### src/rtl/alu.sv
// Registered 32-bit ALU for the execute stage: result/zero (and optional overflow) one clock after operands.
// Optional feature macro: ALU_OVERFLOW_EN adds the registered signed-overflow output.
module alu (
    input  logic        clk,
    input  logic        reset,
    input  logic [31:0] A,
    input  logic [31:0] B,
    input  logic [2:0]  ALUcont,
`ifdef ALU_OVERFLOW_EN
    output logic        overflow,
`endif
    output logic [31:0] result,
    output logic        zero
);

    localparam logic [2:0] ALU_AND  = 3'b000;
    localparam logic [2:0] ALU_OR   = 3'b001;
    localparam logic [2:0] ALU_ADD  = 3'b010;
    localparam logic [2:0] ALU_RAND = 3'b100;
    localparam logic [2:0] ALU_ROR  = 3'b101;
    localparam logic [2:0] ALU_SUB  = 3'b110;
    localparam logic [2:0] ALU_SLT  = 3'b111;

    logic [31:0] b_eff;
    logic [31:0] sum;
    logic        sum_ovf;
    logic        slt_bit;
    logic [31:0] next_result;
    logic        next_zero;

    // Bit 2 of the opcode selects inverted B; for SUB/SLT it also supplies the +1 carry-in.
    assign b_eff   = ALUcont[2] ? ~B : B;
    assign sum     = A + b_eff + {31'd0, ALUcont[2]};
    assign sum_ovf = (A[31] == b_eff[31]) && (sum[31] != A[31]);
    assign slt_bit = sum[31] ^ sum_ovf;

    always_comb begin
        next_result = 32'h0;
        case (ALUcont)
            ALU_AND:  next_result = A & B;
            ALU_OR:   next_result = A | B;
            ALU_ADD:  next_result = sum;
            ALU_RAND: next_result = A & b_eff;
            ALU_ROR:  next_result = A | b_eff;
            ALU_SUB:  next_result = sum;
            ALU_SLT:  next_result = {31'd0, slt_bit};
            default:  next_result = 32'h0;
        endcase
    end

    assign next_zero = (next_result == 32'h0);

    always_ff @(posedge clk) begin
        if (reset) begin
            result <= 32'h0;
            zero   <= 1'b1;
        end else begin
            result <= next_result;
            zero   <= next_zero;
        end
    end

`ifdef ALU_OVERFLOW_EN
    logic next_ovf;

    assign next_ovf = ((ALUcont == ALU_ADD) || (ALUcont == ALU_SUB)) && sum_ovf;

    always_ff @(posedge clk) begin
        if (reset) overflow <= 1'b0;
        else       overflow <= next_ovf;
    end
`endif

endmodule

### config.mk
export PLATFORM = sky130hd
export DESIGN_NAME = alu
export DESIGN_NICKNAME = d
export VERILOG_FILES = /design/src/rtl/alu.sv
export SDC_FILE = /design/constraint.sdc
export NUM_CORES = 1
export LEC_CHECK = 0
export BUFFER_PORTS_ARGS = -buffer_cell sky130_fd_sc_hd__buf_2
export CAP_MARGIN = 30
export CORE_UTILIZATION = 43
export DETAILED_ROUTE_END_ITERATION = 12
export PLACE_DENSITY = 0.67
export SLEW_MARGIN = 5
export SYNTH_ARGS = -nofsm -noshare
export SYNTH_HDL_FRONTEND = slang
export SYNTH_SLANG_ARGS = --single-unit
### constraint.sdc
create_clock -name clk -period 13.8 [get_ports clk]
set_input_delay 1.38 -clock clk [delete_from_list [all_inputs] [get_ports clk]]
set_output_delay 1.38 -clock clk [all_outputs]
set_load 0.01 [all_outputs]
-- Yosys cells after proc, flatten, opt, wreduce, memory -nomap -nowiden
Index checks and enable logic that the tools add are counted.
- output and inout bits: 33
- bits in registers: 33
- add/sub/neg operators: 2
- eq/ne operators: 8
- multiplexer cells: 2
- bitwise operators: 6
- reduce and logical (&&, ||, !) cells: 4
- operators by type and width (operator ; count):
    32-bit case mux with 6 select lines ; 1
    32-bit AND ; 2
    32-bit OR ; 2
    32-bit by 1-bit adder with 32-bit output ; 1
    32-bit adder ; 1
    32-bit zero test ; 1
    32-bit two-way mux ; 1
    32-bit NOT ; 1
    3-bit == test (second input constant) ; 4
    3-bit by 1-bit == test with 1-bit output (second input constant) ; 1
    3-bit by 2-bit == test with 1-bit output (second input constant) ; 1
    3-bit zero test ; 1
    2-bit OR reduction ; 1
    1-bit == test ; 1
    1-bit logical AND ; 1
    1-bit != test ; 1
    1-bit XOR ; 1

-- Logic depth before layout (Yosys ltp)
- word-level depth: 9
- depth in mapped cells: 17

-- Worst setup path after synthesis
Ideal clock, no wire load.
- kind: input port to flip-flop
- start point: input port ALUcont[2]
- end point: register zero
- library setup time: 0.116 ns
- data arrival time: 5.222 ns
- setup slack: 8.461 ns
- stages: 16
- cells stage by stage: buf_2 > clkbuf_1 > buf_1 > buf_2 > xor2_1 > ha_1 > and3_1 > a221oi_2 > o311a_4 > o31a_1 > a21oi_2 > a41oi_1 > or3_1 > a21o_1 > and3_1 > a41o_1
- longest elaborated chain between the ends: 8
- elaborated cells between the ends (all ways): 19
- those cells by class: add/sub (2); eq/ne (8); mux (2); bitwise (3); reduce/logical (4)
- RTL lines (element ; RTL line ; RTL):
    start: declaration ; 8 ; input logic [2:0] ALUcont,
    32-bit two-way mux ; 32 ; assign b_eff = ALUcont[2] ? ~B : B;
    32-bit adder ; 33 ; assign sum = A + b_eff + {31'd0, ALUcont[2]};
    32-bit by 1-bit adder with 32-bit output ; 33 ;
    1-bit != test ; 34 ; assign sum_ovf = (A[31] == b_eff[31]) && (sum[31] != A[31]);
    1-bit logical AND ; 34 ;
    1-bit XOR ; 35 ; assign slt_bit = sum[31] ^ sum_ovf;
    32-bit case mux with 6 select lines * ; 39 ; case (ALUcont)
    32-bit zero test * ; 51 ; assign next_zero = (next_result == 32'h0);
    end signal: assignment ; 59 ; zero <= next_zero;
    end: declaration ; 13 ; output logic zero
Mark *: on every way between the ends. The rest lies on a longest branch, timed or not.
A chain may end at the register's enable or synchronous reset.

-- Worst setup path in the final report
Ends and elaborated chain as after synthesis.

==> results.toml <==
[outcome]
status = "finished, final reports clean"

[clock_tree]
clockRootBuffer = "clkbuf_8"
clock_path_buffers = 2
ctsResizeCount = 0
cts_setup_buffers = 0
cts-buffers-inserted = 5
cts_tree = "done"
clock_sinks = 33
clk_pin_slew_ns = 0.09
htree_levels = 2
postCtsHoldBufs = 0

[critical_path]
crit_top_cell = "xor2_1"
arrival_ns = 5.69
cp_top_family = "compound AO/OA/AOI/OAI gates"
worst_setup_path_start_kind = "primary input"
critPathRequiredTime_ns = 14.04
cp_max_fo = 57
crit_slowest_cell = "o311ai_0"
path_cells = "buf_2 > buf_4 > xor2_1 > ha_1 > and3_1 > a221oi_2 > o311a_4 > o311ai_0 > xor2_1 > nand2_1 > nor4bb_1 > nand4_1 > nor4b_1 > a41o_1"
cp_num_buf_inv = 2
critical_path_class = "primary input to flop"
slowest_delay_ns = 0.74
cp-end-kind = "flop"

[synth]
synth_nets = 643
yosys-top-cells-count = "a21oi_1, nand2_1, nor2_1, xor2_1, o21ai_0"
ys_seq_area_frac = 0.1633
ys_types = 64
synth_top_area_share = 0.1633
ys_ff_latch = 33
synth.cell_area_um2 = 4045
syn_inst = 540
synthArstFlopShare = 0
syn-mean-instance-area_um2 = 7.491
synth_edf_count = 0
synthTopCellsByArea = "dfxtp_1, ha_1, xor2_1"
yosys_warnings = 0
synth_top_cell_by_area = "dfxtp_1"
synth-main-ff-cell = "dfxtp_1"
post-synth-top-count-cell = "a21oi_1"

[route]
drc_errors = 0
num_vias = 4449
ant_nets = 0
dr.pass1.iters = 5
drt_iter0_drc = 314
avgViaCountPerCell = 6.061
wl_per_cell_um = 17.63
routed_wl_um = 12940

[grt]
grt_first_pass_wirelength_um = 20860
grt_max_degree = 67
overflow = 0
grt_usage = 0.2690
grt_pass1_vias = 4123
antenna_found_initial = 0

[layout]
fillers = 887
nets = 725
drive_gt1_frac = 0.1942
area_delta_synth_final_pct = 16.24
ff_latch_area_um2 = 660.6
antenna_cells = 0
utilization = 0.5113
final_area_um2 = 4702
multi_input_area_um2 = 3228
instances_no_fill = 734

[sta]
final.setup.worst_slack_ns = 8.343
rsz0062_at_grt = "no"
slew_viol_final = 0
hold_viol_final = 0
setup_viol = 0
fin_tns_setup_ns = 0
clock.fmax_mhz = 183.3
tightest_slew_ns = 0.8701
slew_headroom = 0.4178
period_share = 0.3954
whs_ns = 1.501
period_minus_slack_ns = 5.457

[floorplan]
die_area_um2 = 9799
start_util = 0.4399
rows = 35
io_pins = 102
die_w_um = 98.99
die_h_um = 98.99
core_um2 = 9196

[placement]
hpwl_um = 9905
dp.cells = 726
dp_slack_ns = 8.131
portBuffers = 101
post_dp_cell_area_um2 = 4601
routabilityCongestion = 0.9403

[power]
power.total_mw = 0.4242
peakVddDrop_mv = 0.04070
powerDensity_nw_per_um2 = 90.21
leakage_nw = 2.117

[hold_path]
hp-class = "primary input to flop"

[run]
max-cap-violations = 0
-- kinds of logic after synthesis --
| kind of cell | share of synthesized area |
|---|---|
| simple gates | 0.1806 |
| fa+ha+maj | 0.1689 |
| compound gates | 0.3171 |
| xor+xnor | 0.1191 |
| flops | 0.1633 |
| buf+inv | 0.03866 |
| mux | 0.01237 |
-- state kept, by name, indices dropped and copies added (netlist names) --
register,cells
zero,1
result,32
-- path summary, 6_finish.rpt --
path,startpoint,endpoint,slack [ns],cells after the start
max,ALUcont[2],zero,8.34,14
min,A[11],result[11],1.50,5
-- worst min-delay path, stage by stage --
cell,delay (ns)
buf_2,0.09
a21oi_1,0.04
nor2_1,0.09
nor3_1,0.09
nor2_1,0.08
-- cell type report --
type                       count  share of cell area
clock buffer                   7             0.02049
tap                          111             0.02954
timing repair buffer         105              0.1139
multi-input combinational    467              0.6865
inverter                      10            0.007983
clock inverter                 1            0.001064
sequential                    33              0.1405
-- layout by cell type, fill, tap and decap left out, drive strengths merged, types with 6 or more instances in the layout --
cell type,count
buf,105
a21oi,55
nand2,51
nor2,44
xor2,41
o21ai,36
ha,33
dfxtp,33
maj3,25
a21o,19
xnor2,14
a22oi,11
a31oi,11
nor3,10
inv,9
nand3,9
nand4,8
nand2b,8
a211oi,8
o21a,7
and3,7
clkbuf,7
o221ai,6
-- routing by layer --
metal	GRT usage	up-vias	part of all wire
li1	-	2183	-
met3	0.04255	15	0.069
met4	0.07692	0	0.017
met5	0	-	0
met2	0.4185	169	0.44
met1	0.3815	2082	0.47
-- report_power, final --
| part | switching (mW) | internal (mW) | total, mW |
|---|---|---|---|
| combinational | 0.140 | 0.0915 | 0.232 |
| sequential | 0.00183 | 0.104 | 0.106 |
| clock | 0.0413 | 0.0452 | 0.0865 |
Note: power is estimated with default switching activity, not from simulation.
